<file path="src/rtl/blake2s_msg_feeder.sv">
// blake2s_msg_feeder: buffers a byte-serial message into 64-byte blocks and
// streams each block to a BLAKE2s core, zero padding the final partial block.
// It tracks the running byte count and first/last flags, then counts digest
// bytes coming back and pulses done_o once nn bytes have been returned.
// Optional build macro: BLAKE2S_FEEDER_HASH_COLLECT_EN gathers the digest into
// hash_o and qualifies it with hash_v_o.
module blake2s_msg_feeder (
    input  logic         clk,
    input  logic         nreset,
    input  logic         start_i,
    input  logic [5:0]   nn_i,
    input  logic         empty_i,
    input  logic         s_valid_i,
    output logic         s_ready_o,
    input  logic [7:0]   s_data_i,
    input  logic         s_last_i,
    input  logic         core_ready_v_i,
    output logic [5:0]   core_kk_o,
    output logic [5:0]   core_nn_o,
    output logic [63:0]  core_ll_o,
    output logic         core_block_first_o,
    output logic         core_block_last_o,
    output logic         core_data_v_o,
    output logic [5:0]   core_data_idx_o,
    output logic [7:0]   core_data_o,
    input  logic         core_h_v_i,
    input  logic [7:0]   core_h_i,
`ifdef BLAKE2S_FEEDER_HASH_COLLECT_EN
    output logic [255:0] hash_o,
    output logic         hash_v_o,
`endif
    output logic         busy_o,
    output logic         done_o
);

    typedef enum logic [2:0] {
        IDLE      = 3'd0,
        FILL      = 3'd1,
        WAIT_RDY  = 3'd2,
        SEND      = 3'd3,
        WAIT_HASH = 3'd4
    } state_t;

    state_t      state_q, state_d;
    logic [6:0]  fill_q, fill_d;     // bytes held in the block buffer, 0..64
    logic [63:0] cnt_q, cnt_d;       // total message bytes accepted
    logic [5:0]  nn_q, nn_d;
    logic        first_q, first_d;
    logic        last_q, last_d;
    logic [5:0]  idx_q, idx_d;       // byte index while streaming a block
    logic [5:0]  hcnt_q, hcnt_d;     // digest bytes received
    logic [5:0]  hcnt_inc;
    logic        done_q, done_d;
    logic        wr_en;
    logic [7:0]  mem_q [64];

`ifdef BLAKE2S_FEEDER_HASH_COLLECT_EN
    logic [255:0] hash_q, hash_d;
`else
    // Digest bytes are only counted in this build, their values are not used.
    logic unused_h;
    assign unused_h = ^core_h_i;
`endif

    assign hcnt_inc = hcnt_q + 6'd1;

    // Next-state and datapath updates for the block sequencing FSM.
    always_comb begin
        state_d = state_q;
        fill_d  = fill_q;
        cnt_d   = cnt_q;
        nn_d    = nn_q;
        first_d = first_q;
        last_d  = last_q;
        idx_d   = idx_q;
        hcnt_d  = hcnt_q;
        done_d  = 1'b0;
        wr_en   = 1'b0;
`ifdef BLAKE2S_FEEDER_HASH_COLLECT_EN
        hash_d  = hash_q;
`endif
        case (state_q)
            IDLE: begin
                if (start_i) begin
                    nn_d    = nn_i;
                    cnt_d   = '0;
                    fill_d  = '0;
                    idx_d   = '0;
                    hcnt_d  = '0;
                    first_d = 1'b1;
                    // An empty message still needs one all-zero final block.
                    last_d  = empty_i;
                    state_d = empty_i ? WAIT_RDY : FILL;
`ifdef BLAKE2S_FEEDER_HASH_COLLECT_EN
                    hash_d  = '0;
`endif
                end
            end
            FILL: begin
                // s_ready_o is high throughout FILL, so valid alone is a handshake.
                if (s_valid_i) begin
                    wr_en  = 1'b1;
                    fill_d = fill_q + 7'd1;
                    cnt_d  = cnt_q + 64'd1;
                    if (s_last_i) begin
                        last_d = 1'b1;
                    end
                    // A full block that is not the last byte holds last low, so a
                    // 64*k byte message never produces a trailing pad block.
                    if (s_last_i || fill_q == 7'd63) begin
                        state_d = WAIT_RDY;
                    end
                end
            end
            WAIT_RDY: begin
                if (core_ready_v_i) begin
                    idx_d   = '0;
                    state_d = SEND;
                end
            end
            SEND: begin
                idx_d = idx_q + 6'd1;
                if (idx_q == 6'd63) begin
                    if (last_q) begin
                        state_d = WAIT_HASH;
                    end else begin
                        fill_d  = '0;
                        first_d = 1'b0;
                        state_d = FILL;
                    end
                end
            end
            WAIT_HASH: begin
                if (core_h_v_i) begin
                    hcnt_d = hcnt_inc;
`ifdef BLAKE2S_FEEDER_HASH_COLLECT_EN
                    if (hcnt_q < 6'd32) begin
                        hash_d[{hcnt_q[4:0], 3'b000} +: 8] = core_h_i;
                    end
`endif
                    if (hcnt_inc == nn_q) begin
                        done_d  = 1'b1;
                        state_d = IDLE;
                    end
                end
            end
            default: begin
                state_d = IDLE;
            end
        endcase
    end

    // Control registers with synchronous active-low reset.
    always_ff @(posedge clk) begin
        if (!nreset) begin
            state_q <= IDLE;
            fill_q  <= '0;
            cnt_q   <= '0;
            nn_q    <= '0;
            first_q <= 1'b0;
            last_q  <= 1'b0;
            idx_q   <= '0;
            hcnt_q  <= '0;
            done_q  <= 1'b0;
        end else begin
            state_q <= state_d;
            fill_q  <= fill_d;
            cnt_q   <= cnt_d;
            nn_q    <= nn_d;
            first_q <= first_d;
            last_q  <= last_d;
            idx_q   <= idx_d;
            hcnt_q  <= hcnt_d;
            done_q  <= done_d;
        end
    end

    // Block buffer; contents are only read below the fill level, so no reset.
    always_ff @(posedge clk) begin
        if (wr_en) begin
            mem_q[fill_q[5:0]] <= s_data_i;
        end
    end

`ifdef BLAKE2S_FEEDER_HASH_COLLECT_EN
    // Digest collection register, held until the next message starts.
    always_ff @(posedge clk) begin
        if (!nreset) begin
            hash_q <= '0;
        end else begin
            hash_q <= hash_d;
        end
    end

    assign hash_o   = hash_q;
    assign hash_v_o = done_q;
`endif

    assign s_ready_o          = (state_q == FILL);
    assign busy_o             = (state_q != IDLE);
    assign done_o             = done_q;
    assign core_kk_o          = 6'd0;
    assign core_nn_o          = nn_q;
    assign core_ll_o          = cnt_q;
    assign core_block_first_o = first_q;
    assign core_block_last_o  = last_q;
    assign core_data_v_o      = (state_q == SEND);
    assign core_data_idx_o    = idx_q;
    // Bytes past the fill level of the final block are zero padding.
    assign core_data_o        = ((state_q == SEND) && ({1'b0, idx_q} < fill_q))
                                ? mem_q[idx_q] : 8'h00;

endmodule

</file>
<file path="config.mk">
export PLATFORM = sky130hd
export DESIGN_NAME = blake2s_msg_feeder
export DESIGN_NICKNAME = d
export VERILOG_FILES = /design/src/rtl/blake2s_msg_feeder.sv
export SDC_FILE = /design/constraint.sdc
export NUM_CORES = 1
export LEC_CHECK = 0
export ABC_AREA = 1
export BUFFER_PORTS_ARGS = -buffer_cell sky130_fd_sc_hd__buf_2
export CAP_MARGIN = 10
export CORE_UTILIZATION = 60
export DETAILED_ROUTE_END_ITERATION = 10
export PLACE_DENSITY = 0.78
export SLEW_MARGIN = 20
export SYNTH_ARGS = -nofsm -noshare
export SYNTH_HDL_FRONTEND = slang
export SYNTH_SLANG_ARGS = --single-unit
</file>
<file path="constraint.sdc">
create_clock -name clk -period 3.7 [get_ports clk]
set_input_delay 0.185 -clock clk [delete_from_list [all_inputs] [get_ports clk]]
set_output_delay 0.185 -clock clk [all_outputs]
set_load 0.05 [all_outputs]
</file>
Word-level counts from Yosys, hierarchy flattened
Memory sizes are Yosys's and may differ from the RTL's. A register that Yosys moved wholly into a read port is not among the register bits.
Cells that the tools add are included.
{ "totals": {"register_bits": 95, "ram_bits": 512, "inputBits": 30, "mem_count": 1} }
{ "classes": {"add_sub_neg": 4, "n_lt_le_gt_ge": 1, "eq_ne": 16, "n_mux": 39, "n_reduce_logical": 18} }
{ "memory_table": {"columns": ["name", "words", "word_bits", "rd", "rd_clocked_by_memory_dff", "wr", "line", "rtl"], "rows": [
  ["mem_q", 64, 8, 1, 1, 1, "55", "logic [7:0] mem_q [64];"]
]} }
{ "op_table": {"columns": ["cell", "count"], "rows": [
  ["2-to-1 mux 64 bit", 2],
  ["case mux 64 bit (2 select lines)", 1],
  ["adder 64 x 1 -> 64 bit (second input constant)", 1],
  ["2-to-1 mux 6 bit", 5],
  ["2-to-1 mux 7 bit", 4],
  ["2-to-1 mux 3 bit", 8],
  ["case mux 7 bit (3 select lines)", 1],
  ["case mux 6 bit (3 select lines)", 1],
  ["case mux 3 bit (5 select lines)", 1],
  ["adder 6 x 1 -> 6 bit (second input constant)", 2],
  ["inequality test 2 bit (second input constant)", 6],
  ["case mux 6 bit (2 select lines)", 1],
  ["AND reduction 3 bit", 4],
  ["2-to-1 mux 1 bit", 11],
  ["nonzero test 3 bit", 3],
  ["2-to-1 mux 8 bit", 1],
  ["AND reduction 4 bit", 2],
  ["adder 7 x 1 -> 7 bit (second input constant)", 1],
  ["equality test 7 x 6 -> 1 bit (second input constant)", 1],
  ["less-than comparator 6 x 7 -> 1 bit", 1],
  ["AND reduction 7 bit", 1],
  ["equality test 3 x 2 -> 1 bit (second input constant)", 2],
  ["equality test 6 bit", 1],
  ["equality test 6 bit (second input constant)", 1],
  ["other kinds (11)", 16]
]} }

Longest topological paths before layout
Gate-level depths: netlist of the first run.
{ "logic_depth": {"ltp_word": 5, "depth_mapped": 14, "mapped_depth_nobuf": 14} }

Least setup slack after synthesis of the first run
OpenSTA, ideal clock, no wires.
{ "synth_path": {"path_kind": "register to output", "startpoint": "register state_q[0]", "endpoint": "output core_data_o[0]", "t_arrival_ns": 2.478, "setup_slack_ns": 1.037, "stages_incl_launch_ff": 7, "path_buffers": 0, "cell_sequence": "dfxtp_1 nand2_1 nor2_1 nand3_1 inv_1 nand2_1 a21oi_1"} }
{ "synth_via": {"elab_chain_len": 3} }
{ "synth_rtl": {"columns": ["element", "line", "rtl"], "rows": [
  ["start: declaration", "44", "state_t state_q, state_d;"],
  ["start signal: assignment", "166", "state_q <= state_d;"],
  ["equality test 3 x 2 -> 1 bit", null, null],
  ["net core_data_v_o", "23", "output logic core_data_v_o,"],
  ["logical AND 1 bit", "210", "assign core_data_o = ((state_q == SEND) && ({1'b0, idx_q} < fill_q))"],
  ["2-to-1 mux 8 bit", "211", "? mem_q[idx_q] : 8'h00;"],
  ["end: declaration", "25", "output logic [7:0] core_data_o,"]
]} }
The timed path passes the listed nets, and every way through them passes these cells.

==> results of run 1 <==
-- critical path, delay by kind of cell (launching register included) --
| kind | cells | cell delay, ns |
|---|---|---|
| simple gates | 5 | 0.58 |
| compound gates | 3 | 0.59 |
| flops | 1 | 0.37 |
| buf+inv | 3 | 1.09 |
-- worst paths after layout --
check,from,to,slack [ns],cells after the start
setup / recovery,flip-flop,core_data_o[7],0.23,11
hold / removal,s_data_i[7],mem_q[9][7],0.03,1
setup reg to reg,state_q[1],mem_q[55][6],0.81,7
hold reg to reg,core_block_first_o,core_block_first_o,0.47,2
-- placed cells by master (no fill, tap or decap), types with 20 or more instances in the layout --
cell type and instances:
nand2_1 884, edfxtp_1 512, nand3_1 366, nor2_1 253, inv_1 127, buf_2 111
dfxtp_1 98, a21oi_1 88, buf_4 83, o21ai_0 72, clkbuf_16 63, nand4_1 36
nor3_1 32, o211ai_1 20
-- layout make-up --
cell class	instances	area, um^2
inverter	138	528
clock buffer	81	1660
clock inverter	31	327
timing repair buffer	215	1440
tap	585	732
antenna	1	2.50
multi-input combinational	1839	8100
sequential	613	17400
fill	3168	13200
-- power groups by stage --
| stage | logic (mW) | registers [mW] | clock network [mW] |
|---|---|---|---|
| 2_1_floorplan | 2.53 | 7.94 | 0 |
| 3_3_place_gp | 3.51 | 7.81 | 0 |
| 3_5_place_dp | 3.63 | 7.82 | 0 |
| 4_1_cts | 3.69 | 7.67 | 6.18 |
| 5_1_grt | 4.12 | 7.68 | 6.45 |
| 6_report | 3.71 | 7.67 | 6.12 |
-- repair_timing --
item / 4_1_cts / 5_1_grt
hold buffers: 16 / 0
endpoints found under the hold margin: 14 / 0
endpoints found under the setup margin: 0 / 3
gates resized for setup: 0 / 1
-- flip-flops by register name, indices dropped and copies added (netlist names), named ones only --
name	flops
mem_q	512
core_ll_o	64
fill_q	7
core_data_idx_o	6
core_nn_o	6
hcnt_q	6
state_q	3
core_block_first_o	1
core_block_last_o	1
done_o	1
-- per-layer routing --
metal	vias to the layer above	share of wire, %	wire [um]
li1	9576	-	-
met1	9406	39	25600
met2	943	48	31800
met3	168	9.2	6080
met4	0	3.6	2370
met5	-	0	0
-- cells by family (layout without fill, tap and decap cells) --
kind of cell             count (synthesis)  after routing
flip-flops                             613            613
adder cells (fa/ha/maj)                  9              9
buffers and inverters                  266            465
other                                    1              7
AO/OA/AOI/OAI                          218            218
AND/OR/NAND/NOR                       1603           1603
XOR/XNOR                                 3              3
-- per-stage QoR --
stage,hold slack [ns],setup WS (ns),util [%],total power [mW],cells
after floorplan,0.284,1.04,-,10.5,2718
after global placement,0.465,0.898,64.7,11.3,3374
after detailed placement,0.460,0.822,64.7,11.4,3374
after CTS,0.00244,0.139,69.6,17.5,3502
after global routing,0.0266,0.0979,69.6,18.2,3502
final,0.0254,0.225,69.6,17.5,3503
==> flow_metrics.tcl, run 1 <==
set metrics [dict create \
    comb_power_share_pct 21.2 \
    peakVddDrop_mv 0.636 \
    p_per_area_mw_per_mm2 580 \
    synth_seq_area_share_pct 65.5 \
    core_mm2 0.0434 \
    setup_viol 0 \
    p_leak_nw 11.3 \
    ys_ff_latch 613 \
    path_max_fanout 64 \
    synth_cells 2713 \
    fp.dieH_um 212 \
    fp.dieW_um 212 \
    grt_util_met2_pct 49.9 \
    grtUsageMet1_pct 38.3 \
    timing.final.crit_share_pct 93.9 \
    grt_use_total_pct 29.7 \
    synth_top_family_by_area "simple AND/OR/NAND/NOR gates" \
    maxCapViolCount 0 \
    synth_cell_type_count 47 \
    clk_path_buf_depth 3 \
    finish.instance_area_mm2 0.0302 \
    viasPerCell 5.74 \
    switchingPower_mw 5.36 \
    rows 76 \
    synth_compound_area_share_pct 4.56 \
    start_util_pct 61.3 \
    die_area_mm2 0.0451 \
    clk_latency_ns 0.62 \
    yosys_warnings 0 \
    synth_ff_type "edfxtp_1" \
    drc 0 \
    io_buffers 111 \
    worst_slew_pin_slew_ns 0.922 \
    grt_pass1_wl_um 102000 \
    startpoint_type "flip-flop" \
    timing.setup.tns_ns 0 \
    async_flop_share_pct 0 \
    yosys.area_share.simple_pct 25.3 \
    yosysTopAreaCell "edfxtp_1" \
    antenna_found_initial 0 \
    swShare_pct 30.6 \
    cp_slowest_cell "inv_6" \
    routed_wl_um 65800 \
    drv_slew 0 \
    syn2layout_area_growth_pct 13.7 \
    synth_top_area_share_pct 57.9 \
    drt_iter0_markers 1725 \
    grt_use_met3_pct 5.64 \
    routedWlPerCell_um 18.8 \
    io_pins 126 \
    drive_gt1_share_pct 11.0 \
    synth_commonest_cells "nand2_1, edfxtp_1, nand3_1, nor2_1, inv_1" \
    crit_path_end_kind "primary output" \
    finalClockSkew_ns 0.0199 \
    required_ns 3.51 \
    tritoncts "done" \
    power_frac_clock_pct 35.0 \
    grt_max_degree 132 \
    worst-endpoint-arrival_ns 3.29 \
    syn_area_mm2 0.0266 \
    synth.most_common_cell "nand2_1" \
    path_common_cell "nand3_1" \
    place_congestion 0.957 \
    synthMuxAreaShare_pct 0 \
    cp_slowest_stage_delay_ns 0.38 \
    grt-ovfl-total 0 \
    rsz0062_at_grt "false" \
    yosys.area_share.adder_pct 0.424 \
    numCtsBuffers 60 \
    path_class "reg -> out" \
    hp-class "in -> reg" \
    htreeDepth 2 \
    final_nets 2906 \
    post-cts-setup-buffers 0 \
    grt_pass1_vias 19200 \
    drtAntennaViolNets 0 \
    clkSlewWorstSetupHoldPaths_ns 0.06 \
    post-route-min-period_ns 3.47 \
    synthTopCellsByArea "edfxtp_1, nand2_1, dfxtp_1, nand3_1, nor2_1" \
    vias 20100 \
    numClockSinks 613 \
    root_buffer "clkbuf_16" \
    clock.fmax_ghz 0.288 \
    synth_xor_area_share_pct 0.0989 \
    synth_edf_count 512 \
    crit_chain "inv_6, buf_4, nor2_1, nor2_1, o21ai_0, nand3_1, nand3_1, nand3_1, o21ai_0, a21oi_1, buf_2" \
    drt_pass1_iterations 5 \
    outcome "completed" \
    dp_hpwl_um 40700 \
    finalHoldViolCount 0 \
    grt.busiest_layer "met2" \
    seqPwrFrac_pct 43.8 \
    p_int_mw 12.1 \
    slew_headroom_pct 38.5 \
    post_dp_cell_area_mm2 0.0280 \
    syn_area_per_cell_um2 9.79 \
]
Note: power is estimated with default switching activity, not from simulation.
==> run 2: changes to the inputs <==
--- a/config.mk
+++ b/config.mk
@@ -8,9 +8,11 @@
 export ABC_AREA = 1
 export BUFFER_PORTS_ARGS = -buffer_cell sky130_fd_sc_hd__buf_2
 export CAP_MARGIN = 10
+export CORE_ASPECT_RATIO = 0.8
 export CORE_UTILIZATION = 60
 export DETAILED_ROUTE_END_ITERATION = 10
 export PLACE_DENSITY = 0.78
+export RECOVER_POWER = 50
 export SLEW_MARGIN = 20
 export SYNTH_ARGS = -nofsm -noshare
 export SYNTH_HDL_FRONTEND = slang
==> run 2 against run 1 <==
  * Utilization down 0.50 points
  * Critical path type unchanged
  * Sequential cell count unchanged
  * Wire length up 4.0%
  * The run now ends with max-capacitance violations, max-slew violations left
  * Largest cell class unchanged
==> flow_metrics.tcl, run 2 (synthesized netlist as in run 1, its figures left out) <==
set metrics [dict create \
    route.met3.wl_um 7890 \
    final_cell_mix "nand2_1, edfxtp_1, nand3_1, nor2_1, inv_1" \
    clkSlewWorstSetupHoldPaths_ns 0.06 \
    die_area_mm2 0.0451 \
    dp_hpwl_um 42500 \
    drc 0 \
    drt_pass1_iterations 5 \
    setup_viol 0 \
    p_leak_nw 10.9 \
    startpoint_type "flip-flop" \
    path_max_fanout 72 \
    tritoncts "done" \
    numCtsBuffers 57 \
    post-route-min-period_ns 3.53 \
    drtAntennaViolNets 0 \
    final_nets 2902 \
    timing.setup.tns_ns 0 \
    clk_latency_ns 0.63 \
    viasPerCell 5.93 \
    antenna_found_initial 1 \
    path_class "reg -> out" \
    n_fill_cell 3142 \
    grt_max_degree 116 \
    clk_path_buf_depth 3 \
    drv_slew 356 \
    worst_slew_pin_slew_ns 2.65 \
    drive_gt1_share_pct 7.80 \
    worst-endpoint-arrival_ns 3.34 \
    numClockSinks 613 \
    grt_pass1_wl_um 105000 \
    fin_ws_ns 0.171 \
    finalHoldViolCount 0 \
    timing.final.crit_share_pct 95.4 \
    root_buffer "clkbuf_16" \
    clock.fmax_ghz 0.283 \
    fp.dieW_um 237 \
    hp-class "in -> reg" \
    rsz0062_at_grt "false" \
    syn2layout_area_growth_pct 12.9 \
    pre_cts_ws_ns 0.938 \
    wl_met1_um 27800 \
    io_pins 126 \
    multi_input_area_mm2 0.00810 \
    postCtsHoldBufs 9 \
    core_mm2 0.0434 \
    drt_iter0_markers 2552 \
    p_per_area_mw_per_mm2 584 \
    wl_met2_um 30600 \
    maxCapViolCount 9 \
    required_ns 3.51 \
    place_congestion 0.956 \
    routed_wl_um 68400 \
    routedWlPerCell_um 19.7 \
    grt-ovfl-total 0 \
    start_util_pct 61.2 \
    outcome "complete, but fails checks" \
    peakVddDrop_mv 0.539 \
    grt_use_total_pct 30.5 \
    grt_pass1_vias 19100 \
    diodes 0 \
    htreeDepth 2 \
    io_buffers 111 \
    cts_resized 0 \
    fin_hold_ws_ns 0.0315 \
    top_layer_used "met4" \
    largest_reg_flops 512 \
    fp.dieH_um 190 \
    mostFrequentLayoutCell "nand2_1" \
    vias 20600 \
    post-cts-setup-buffers 0 \
    failed_checks "max-capacitance violations, max-slew violations" \
    finalClockSkew_ns 0.0189 \
    crit_path_end_kind "primary output" \
    slew_headroom_pct -76.6 \
    final-seq-area_mm2 0.0174 \
    rows 68 \
]
==> run 2: power by group <==
group | total [mW] | internal [mW] | switching, mW
registers | 7.73 | 7.57 | 0.162
logic | 3.67 | 0.993 | 2.67
clock network | 6.13 | 3.54 | 2.59
total | 17.5 | 12.1 | 5.43
==> run 2: through the flow <==
step | cells | utilization (%) | area, um^2 | total power [mW]
floorplan | 2718 | - | 26600 | 10.5
detailed placement | 3355 | 64.7 | 28100 | 11.5
CTS | 3472 | 69.5 | 30100 | 17.5
global placement | 3355 | 64.7 | 28100 | 11.4
finish | 3472 | 69.1 | 30000 | 17.5
global route | 3472 | 69.1 | 30000 | 18.2
==> run 2: cell type report <==
| cell class | count | area share (%) |
|---|---|---|
| sequential | 613 | 58.0 |
| multi-input combinational | 1839 | 27.0 |
| clock buffer | 65 | 4.99 |
| timing repair buffer | 214 | 4.37 |
| tap | 560 | 2.34 |
| inverter | 138 | 1.75 |
| clock inverter | 43 | 1.56 |
==> run 2: final timing paths <==
path,startpoint,end,slack [ns],depth (start not counted)
setup / recovery,flip-flop,core_data_o[4],0.17,11
hold / removal,nreset,state_q[0],0.03,4
setup reg to reg,state_q[2],core_ll_o[2],0.77,8
hold reg to reg,core_block_first_o,core_block_first_o,0.47,2
==> run 2: worst max-delay path, cell delays in order (launching register included) <==
cell	delay (ns)
dfxtp_4	0.49
inv_6	0.36
buf_12	0.35
nand2_1	0.10
nand3_1	0.08
nand2_1	0.07
o211ai_1	0.34
nand3_1	0.14
nand3_1	0.13
nand2_1	0.06
a21oi_1	0.22
buf_2	0.31
==> run 2: routing by layer <==
metal | vias to the layer above | GRT usage, %
li1 | 9543 | -
met1 | 9723 | 44.7
met2 | 1180 | 45.8
met3 | 157 | 5.95
met4 | 0 | 10.6
met5 | - | 0
==> run 3: changes to the inputs <==
--- a/config.mk
+++ b/config.mk
@@ -9,9 +9,11 @@
 export BUFFER_PORTS_ARGS = -buffer_cell sky130_fd_sc_hd__buf_2
 export CAP_MARGIN = 10
 export CORE_ASPECT_RATIO = 0.8
-export CORE_UTILIZATION = 60
+export CORE_MARGIN = 8
+export CORE_UTILIZATION = 66
 export DETAILED_ROUTE_END_ITERATION = 10
-export PLACE_DENSITY = 0.78
+export MAX_ROUTING_LAYER = met4
+export PLACE_DENSITY = 0.85
 export RECOVER_POWER = 50
 export SLEW_MARGIN = 20
 export SYNTH_ARGS = -nofsm -noshare
==> run 3 against run 2 <==
  * The flow still finishes with violations (max-capacitance violations, max-slew violations)
  * Hold slack got worse by 0.016 ns
  * Utilization increased by 5.5 points
  * Clock skew increased by 0.0040 ns
  * Critical path type unchanged
  * Critical endpoint is now core_data_o[3]
  * Largest power group unchanged
==> flow_metrics.tcl, run 3 (synthesized netlist as in run 1, its figures left out) <==
set metrics [dict create \
    route.met3.wl_um 8860 \
    rsz0062_at_grt "false" \
    io_buffers 111 \
    viasPerCell 6.20 \
    wl_met1_um 27000 \
    cp_slowest_cell "clkinv_2" \
    start_util_pct 67.1 \
    mostFrequentLayoutCell "nand2_1" \
    crit_path_end_kind "primary output" \
    cp_top_family "buffers and inverters" \
    worst-endpoint-arrival_ns 3.48 \
    path_class "reg -> out" \
    power_mw 17.3 \
    timing.setup.tns_ns 0 \
    antenna_found_initial 0 \
    numClockSinks 613 \
    numCtsBuffers 56 \
    grt_max_degree 138 \
    grt-ovfl-total 0 \
    failed_checks "max-capacitance violations, max-slew violations" \
    top_layer_used "met4" \
    path_common_cell "nand3_1" \
    wl_met2_um 32900 \
    required_ns 3.51 \
    outcome "complete, but fails checks" \
    worst_slew_pin_slew_ns 2.25 \
    final_cell_mix "nand2_1, edfxtp_1, nand3_1, nor2_1, inv_1" \
    routed_wl_um 71700 \
    drv_slew 398 \
    grt_use_total_pct 30.9 \
    clkSlewWorstSetupHoldPaths_ns 0.06 \
    place_inst 3299 \
    grt_pass1_vias 20300 \
    p_per_area_mw_per_mm2 586 \
    io_pins 126 \
    drive_gt1_share_pct 6.33 \
    slew_headroom_pct -50.0 \
    p_leak_nw 10.6 \
    largest_reg_flops 512 \
    die_area_mm2 0.0470 \
    clk_path_buf_depth 3 \
    core_mm2 0.0396 \
    fp.dieH_um 195 \
    clock.fmax_ghz 0.273 \
    maxCapViolCount 12 \
    syn2layout_area_growth_pct 11.3 \
    finalClockSkew_ns 0.0229 \
    r2r_setup_slack_ns 0.79 \
    drt_iter0_markers 3323 \
    crit_chain "clkinv_2, buf_12, nand3_1, nand2_1, o211ai_1, nand3_1, nand3_1, nand2_1, a21oi_1, buf_2" \
    drc 0 \
    tritoncts "done" \
    final_cells 3409 \
    root_buffer "clkbuf_16" \
    path_max_fanout 48 \
    peakVddDrop_mv 0.519 \
    post-route-min-period_ns 3.67 \
    hp-class "in -> reg" \
    timing.final.crit_share_pct 99.1 \
    setup_viol 0 \
    clk_latency_ns 0.62 \
    fp.dieW_um 240 \
    diodes 0 \
    finalHoldViolCount 0 \
    htreeDepth 2 \
    routedWlPerCell_um 21.0 \
    rows 65 \
    cp_slowest_stage_delay_ns 0.55 \
    dp_hpwl_um 43800 \
    drt_pass1_iterations 7 \
    place_congestion 0.935 \
    final_nets 2869 \
    startpoint_type "flip-flop" \
    drtAntennaViolNets 0 \
    final_util_pct 74.7 \
    grt_pass1_wl_um 111000 \
    cp.buffers_inverters 3 \
    vias 21100 \
]
## run 3: changes by cell type in the layout (fill, tap and decap cells not counted), moves of 2 or more
cell        previous run  this run
buf_12                 8         6
buf_4                 78        48
clkbuf_1             101       108
clkbuf_16             58        56
clkbuf_8               2         0
clkinvlp_2             3         1
clkinvlp_4             7         1
## run 3: metrics by stage
| step | worst slack (ns) | instance area [um^2] | hold WS [ns] |
|---|---|---|---|
| global placement | 0.809 | 27800 | 0.464 |
| floorplan | 1.04 | 26600 | 0.284 |
| finish | 0.0321 | 29600 | 0.0158 |
| CTS | 0.0296 | 29700 | 0.00559 |
| detailed placement | 0.678 | 27800 | 0.471 |
| global route | 0.00732 | 29600 | 0.0440 |
## run 3: where the power goes
| group | switching, mW | internal, mW |
|---|---|---|
| Clock | 2.50 | 3.33 |
| Combinational | 2.79 | 0.976 |
| Sequential | 0.172 | 7.57 |
| Total | 5.47 | 11.9 |
## run 3: layer usage
layer / vias to the layer above / global-route usage (%)
li1: 9485 / -
met2: 1503 / 46.3
met4: 0 / 11.7
met5: - / -
met1: 9885 / 42.1
met3: 250 / 5.69
## run 3: layout make-up
type,instances,area [um^2]
well taps,536,671
inverters,138,532
clock inverters,33,365
fillers,2602,10000
multi-input cells,1839,8100
clock buffers,68,1450
flip-flops and latches,613,17400
repair buffers,182,1060
## run 3: what timing repair did
item | CTS | global route
endpoints found under the hold margin | 8 | 0
gates resized for setup | 0 | 2
endpoints found under the setup margin | 0 | 8
hold buffers | 8 | 0
buffers inserted | 0 | 1
## run 3: worst paths after layout
check           startpoint             end  cells past startpoint
max reg2reg     state_q[1]    mem_q[56][3]                      7
min reg2reg  core_ll_o[37]   core_ll_o[37]                      1
max              flip-flop  core_data_o[3]                     10
min             core_h_v_i      state_q[1]                      5
## run 3: worst reg2reg max path: stages, from the launching register on
cell,delay [ns]
dfxtp_1,0.37
inv_2,0.09
nand2_2,0.07
nor2_4,0.11
nand2_2,0.10
nor2_1,0.28
nand3_1,0.64
nor2_1,0.87
